===== src/rtl/alu_exec_unit.sv =====
`default_nettype none
// ============================================================================
//  Module   : alu_exec_unit
//  Purpose  : RV32 R-type integer execution unit with a valid/ready handshake
//             on both sides. Non-shift ops complete at the accept edge. A
//             shift by N>0 steps a work register one bit per cycle and
//             reaches DONE N edges after accept. At most one op is in flight.
//  Ports    : clock, reset       - rising-edge clock, async active-high reset
//             in_valid/in_ready  - operation offer / unit idle and accepting
//             funct7, funct3     - operation class / operation in class
//             rs1, rs2           - source operands (sampled only at accept)
//             out_valid/out_ready- result available / consumer takes result
//             result, illegal    - op result, unsupported funct7/funct3 flag
//  Revision : 1.0 - initial release
// ============================================================================
module alu_exec_unit #(
  parameter logic [6:0] BASE  = 7'h00,
  parameter logic [6:0] EXTRA = 7'h20
) (
  input  logic        clock,
  input  logic        reset,
  input  logic        in_valid,
  output logic        in_ready,
  input  logic [6:0]  funct7,
  input  logic [2:0]  funct3,
  input  logic [31:0] rs1,
  input  logic [31:0] rs2,
  output logic        out_valid,
  input  logic        out_ready,
  output logic [31:0] result,
  output logic        illegal
);

  typedef enum logic [1:0] {
    IDLE  = 2'd0,
    SHIFT = 2'd1,
    DONE  = 2'd2
  } state_t;

  localparam logic [1:0] c_KIND_SLL = 2'd0;
  localparam logic [1:0] c_KIND_SRL = 2'd1;
  localparam logic [1:0] c_KIND_SRA = 2'd2;

  state_t      r_state;
  state_t      w_next_state;
  logic [31:0] r_result;
  logic        r_illegal;
  logic [31:0] r_work;
  logic [4:0]  r_cnt;
  logic [1:0]  r_kind;

  logic        w_accept;
  logic        w_is_base;
  logic        w_is_extra;
  logic        w_legal;
  logic        w_is_shift;
  logic [1:0]  w_kind;
  logic [4:0]  w_shamt;
  logic        w_start_shift;
  logic [31:0] w_alu;
  logic [31:0] w_work_next;

  // in_ready is gated by reset so nothing can be offered as accepted while
  // reset is asserted, even though the state already reads IDLE.
  assign in_ready  = (r_state == IDLE) && !reset;
  assign out_valid = (r_state == DONE);
  assign result    = r_result;
  assign illegal   = r_illegal;

  assign w_accept   = in_valid && in_ready;
  assign w_is_base  = (funct7 == BASE);
  assign w_is_extra = (funct7 == EXTRA);
  assign w_shamt    = rs2[4:0];

  // Decode: legality, shift detection and shift kind.
  always_comb begin
    w_legal    = 1'b0;
    w_is_shift = 1'b0;
    w_kind     = c_KIND_SLL;
    if (w_is_base) begin
      w_legal = 1'b1;
      if (funct3 == 3'b001) begin
        w_is_shift = 1'b1;
        w_kind     = c_KIND_SLL;
      end else if (funct3 == 3'b101) begin
        w_is_shift = 1'b1;
        w_kind     = c_KIND_SRL;
      end
    end else if (w_is_extra) begin
      if (funct3 == 3'b000) begin
        w_legal = 1'b1;
      end else if (funct3 == 3'b101) begin
        w_legal    = 1'b1;
        w_is_shift = 1'b1;
        w_kind     = c_KIND_SRA;
      end
    end
  end

  assign w_start_shift = w_accept && w_legal && w_is_shift && (w_shamt != 5'd0);

  // Single-cycle results. Shifts land here only with shamt==0, where the
  // result is rs1 unchanged.
  always_comb begin
    w_alu = 32'h0;
    if (w_is_shift) begin
      w_alu = rs1;
    end else if (w_is_extra) begin
      w_alu = rs1 - rs2;
    end else begin
      case (funct3)
        3'b000:  w_alu = rs1 + rs2;
        3'b010:  w_alu = {31'h0, ($signed(rs1) < $signed(rs2))};
        3'b011:  w_alu = {31'h0, (rs1 < rs2)};
        3'b100:  w_alu = rs1 ^ rs2;
        3'b110:  w_alu = rs1 | rs2;
        3'b111:  w_alu = rs1 & rs2;
        default: w_alu = 32'h0;
      endcase
    end
  end

  // One-bit step of the iterative shifter. SRA replicates bit 31, which is
  // never changed by a right shift and so always holds the original sign.
  always_comb begin
    w_work_next = {r_work[30:0], 1'b0};
    case (r_kind)
      c_KIND_SRL: w_work_next = {1'b0, r_work[31:1]};
      c_KIND_SRA: w_work_next = {r_work[31], r_work[31:1]};
      default:    w_work_next = {r_work[30:0], 1'b0};
    endcase
  end

  // State register.
  always_ff @(posedge clock or posedge reset) begin
    if (reset) begin
      r_state <= IDLE;
    end else begin
      r_state <= w_next_state;
    end
  end

  // Next-state logic. DONE always returns to IDLE rather than accepting
  // directly, keeping a single op in flight.
  always_comb begin
    w_next_state = r_state;
    case (r_state)
      IDLE: begin
        if (w_accept) begin
          w_next_state = w_start_shift ? SHIFT : DONE;
        end
      end
      SHIFT: begin
        if (r_cnt == 5'd1) begin
          w_next_state = DONE;
        end
      end
      DONE: begin
        if (out_ready) begin
          w_next_state = IDLE;
        end
      end
      default: w_next_state = IDLE;
    endcase
  end

  // Datapath registers.
  always_ff @(posedge clock or posedge reset) begin
    if (reset) begin
      r_result  <= 32'h0;
      r_illegal <= 1'b0;
      r_work    <= 32'h0;
      r_cnt     <= 5'd0;
      r_kind    <= c_KIND_SLL;
    end else begin
      case (r_state)
        IDLE: begin
          if (w_accept) begin
            r_illegal <= !w_legal;
            if (w_start_shift) begin
              r_work <= rs1;
              r_cnt  <= w_shamt;
              r_kind <= w_kind;
            end else begin
              r_result <= w_legal ? w_alu : 32'h0;
            end
          end
        end
        SHIFT: begin
          r_work <= w_work_next;
          r_cnt  <= r_cnt - 5'd1;
          if (r_cnt == 5'd1) begin
            r_result <= w_work_next;
          end
        end
        default: begin
        end
      endcase
    end
  end

endmodule
`default_nettype wire


===== config.mk =====
export PLATFORM = sky130hd
export DESIGN_NAME = alu_exec_unit
export DESIGN_NICKNAME = d
export VERILOG_FILES = /design/src/rtl/alu_exec_unit.sv
export SDC_FILE = /design/constraint.sdc
export NUM_CORES = 1
export LEC_CHECK = 0
export CAP_MARGIN = 20
export CORE_MARGIN = 10
export CORE_UTILIZATION = 59
export CTS_BUF_LIST = sky130_fd_sc_hd__clkbuf_8
export DETAILED_ROUTE_END_ITERATION = 6
export PLACE_DENSITY_LB_ADDON = 0.1
export SYNTH_ARGS = -nofsm -noshare
export SYNTH_HDL_FRONTEND = slang
export SYNTH_SLANG_ARGS = --single-unit

===== constraint.sdc =====
create_clock -name clock -period 3.3 [get_ports clock]
set_input_delay 0.33 -clock clock [delete_from_list [all_inputs] [get_ports clock]]
set_output_delay 0.33 -clock clock [all_outputs]
set_load 0.01 [all_outputs]

==> metrics <==
shortest period the worst path allows 3.35 ns; Max Buffers Root-to-Sink 2; distinct cell type count after synthesis 81; worst setup path endpoint result[27]; area added between synthesis and finish 31.6%; startpoint type of the worst setup path input port; die width 145 um; number of H-tree levels 3; Gate power share 0.504; share of final-layout standard cells stronger than drive strength 1 0.186; pin count of the biggest net entering global routing 47; yosys synthesis warning count 0; average cell area after synthesis 7.51 um2; initial core utilization 0.604; worst endpoint data arrival time 3.62 ns; Port Buf Inserts 112; peak per-stage delay on the critical path 0.48 ns; Reg2Reg Setup Slack between 0.3 and 0.4 ns; type of the tightest min-delay check in2async; number of flip-flops and latches in the synthesized netlist between 70 and 80; First-pass DRT Iterations 6; setup repair after global routing missed its margin yes; switch share 0.391; wire length of the first global-routing pass around 56 mm; capturing element type of the critical path flop; max-slew violation total from the final report 0; relative contribution of sequential cells to total power 0.308; path depth of the worst reg2reg path 10; power density normalized to cell area 318 nW/um2; Final Routed Wirelength about 36 mm; beginning of the worst register-to-register path r_cnt[1]; instance count of the mapped netlist between 1,000 and 1,500; final clock period utilization by the worst path 1.01; clock skew 0.00684 ns; antenna cell count 0; busiest layer in global routing met2; via total after detailed routing 10,952; kind of cell adding the most delay to the critical path buffers and inverters; post-placement worst setup slack -0.567 ns; met3 track demand over resource 0.0815; Worst Hold Margin roughly 0.4 ns; Slew headroom 0.507; antenna violations before repair 0; clock latency on the worst-skew pair 0.37 ns; total overflow reported by the global router 0; Post-Synthesis Cell Area 9180 um2; Worst Setup Path Type in2reg; max-capacitance violation count 0; Top-Level Pins about 110; Post-synth ARST share 1.00; iteration-0 DRC count of the detailed router 1,526; number of hold-slack violations in the final timing report 0; via count of the first global-routing pass 10,239; Seq. cell area 1850 um2; die area 20,900 um2; area occupied by multi-input gates 6650 um2; failing checks setup timing; routed len/inst 22.0 um; Int Power 2340 uW; Fill cells 1,103; CP max FO 6; highest attainable clock frequency 299 MHz; GPL Wtd Cong 1.03; cell breakdown of the critical path clkdlybuf4s50_1 > inv_1 > ha_1 > buf_4 > buf_4 > inv_1 > buf_4 > a21oi_1 > a311oi_1 > buf_4 > o211ai_1 > buf_4 > a211o_4 > o21ai_1 > xnor2_1 > a221oi_1 > a311oi_1; outcome finished, violations left; Vert. Die Dim 145 um; PnR worst setup slack -0.0454 ns; Crit. Startpoint rs2[6]; static leakage 0.00551 uW; CP Depth 17; vias per std cell 6.60; total buffers and inverters traversed by the critical path 8; clock tree root driver cell clkbuf_8; CTS tree done; number of buffers inserted during clock tree synthesis 9; Worst VDD drop 213 uV; total DRC errors in the routed layout 0; clk sink count 74; setup violation total in the final timing report 2; met1 track demand over resource in global routing 0.477; leading register cell type out of synthesis dfrtp_1; global router's overall resource usage 0.342; placeable core region 15,200 um2; half-perimeter wire length of the detailed placement result 28.9 mm; post-synthesis sequential area ratio 0.202; switching pwr 1500 uW; capture point of the worst reg-to-reg path result[29]; Crit-path slowest cell clkdlybuf4s50_1; number of rows created at floorplan 45; antenna viol nets, final 0; worst-margin pin slew 0.740 ns; syn nets 1,404; critical path data required time 3.57 ns; NumNets Final 1,649; clock-pin transition on the worst setup and hold timing paths 0.08 ns; part of the power in the clock network 0.188; cell repeated most along the worst path buf_4; met2 global-route usage 0.511; number of enable flip-flop cells after synthesis 0
## metal layers
metal | vias up | routed length, um | part of all wire
met5 | - | 0 | 0
met4 | 0 | 1080 | 0.029
met1 | 5110 | 14900 | 0.41
met2 | 794 | 15800 | 0.43
met3 | 123 | 4760 | 0.13
li1 | 4925 | - | -
## power by group through the flow
stage	logic, uW	registers, uW	clock network, uW
after floorplan	973	1170	0
after global placement	1810	1180	0
after detailed placement	1850	1190	0
after CTS	1870	1170	717
after global routing	2080	1190	750
final	1930	1180	723
## registers in the layout, summed over array words and instances, names as in the netlist
register  count
r_state       2
result       32
r_work       32
r_kind        2
r_cnt         5
illegal       1
## final cells by class
class                   instances  area share
flip-flops and latches         74       0.153
multi-input cells             953       0.551
inverters                     109      0.0339
repair buffers                320       0.227
clock buffers                  10      0.0114
well taps                     188      0.0195
clock inverters                 5     0.00456
## how the worst min path moves through the flow
stage                     startpoint    endpoint  slack, ns  depth (start not counted)
final                          reset    r_cnt[0]       0.40                          2
after global placement     result[5]   result[5]       0.46                          2
after global routing           reset    r_cnt[0]       0.45                          2
after floorplan            out_ready  r_state[1]       0.44                          1
after detailed placement   result[6]   result[6]       0.48                          2
after CTS                      reset    r_cnt[3]       0.40                          2
## worst register-to-register path, cell delays in order, from the launching register on
cell	delay (ns)
dfrtp_1	0.38
inv_1	0.10
ha_1	0.14
nor4b_1	0.43
nand2_1	0.14
a21oi_1	0.21
and2_1	0.64
nor2_1	0.15
a311o_1	0.37
a21oi_1	0.14
a2bb2oi_1	0.18
## kinds of logic after synthesis
group	after synthesis	synth area share
compound gates	471	0.340
simple gates	311	0.156
buf+inv	195	0.0895
fa+ha+maj	104	0.143
flops	74	0.202
mux	34	0.0378
xor+xnor	33	0.0315
## through the flow
| stage | instances | cell area (um2) | setup TNS (ns) | utilization | total power, uW |
|---|---|---|---|---|---|
| detailed placement | 1642 | 11700 | -4.20 | 0.771 | 3040 |
| finish | 1659 | 12100 | -0.0727 | 0.795 | 3840 |
| floorplan | 1222 | 9180 | 0 | - | 2150 |
| global placement | 1642 | 11700 | -3.54 | 0.771 | 2990 |
| global route | 1659 | 12100 | -0.318 | 0.795 | 4020 |
| CTS | 1657 | 11900 | 0 | 0.785 | 3750 |
## cells in the mapped netlist, types with 11 or more instances
cell type,n,area share
a31oi_1,12,0.0082
a21o_1,14,0.011
dfrtp_1,74,0.20
a21oi_1,88,0.048
ha_1,102,0.14
nand2_1,110,0.045
nand3_1,35,0.019
o21bai_1,16,0.013
o221ai_1,20,0.019
nand2b_1,14,0.0095
buf_1,11,0.0045
a22o_1,25,0.024
o21ai_0,128,0.070
nor2b_1,12,0.0082
mux2i_1,29,0.032
a22oi_1,35,0.029
nor2_1,81,0.033
xnor2_1,25,0.024
nor3_1,19,0.010
inv_1,107,0.044
clkbuf_1,59,0.024
o211ai_1,25,0.020
## what timing repair did
item                                    4_1_cts  5_1_grt
gates resized for setup                       5       32
cloned                                        0        0
buffers inserted                              0        2
pin swaps                                     3       12
hold buffers                                  0        0
hold endpoints to repair                      0        0
endpoints found under the setup margin        1       12
## placed cells by master, fill, tap and decap left out, drive strengths merged, types with 6 or more instances in the layout
cell           count
nor4               8
dfrtp             74
a22o              25
ha               102
clkbuf            10
a221oi             9
dlymetal6s2s       9
nor2b             13
nand2            110
a31oi             13
clkdlybuf4s50    102
o211ai            25
xnor2             25
nand2b            14
a22oi             35
and3               7
nand3             35
mux2i             29
o21ai            138
o22ai              9
o21a               8
a21oi             88
o41ai              6
a211oi            10
o31ai              8
o21bai            16
a21o              15
inv              108
buf              209
o221ai            20
xor2               8
nor3              19
nor2              81
No activity file was read; power rests on OpenSTA's default activity.
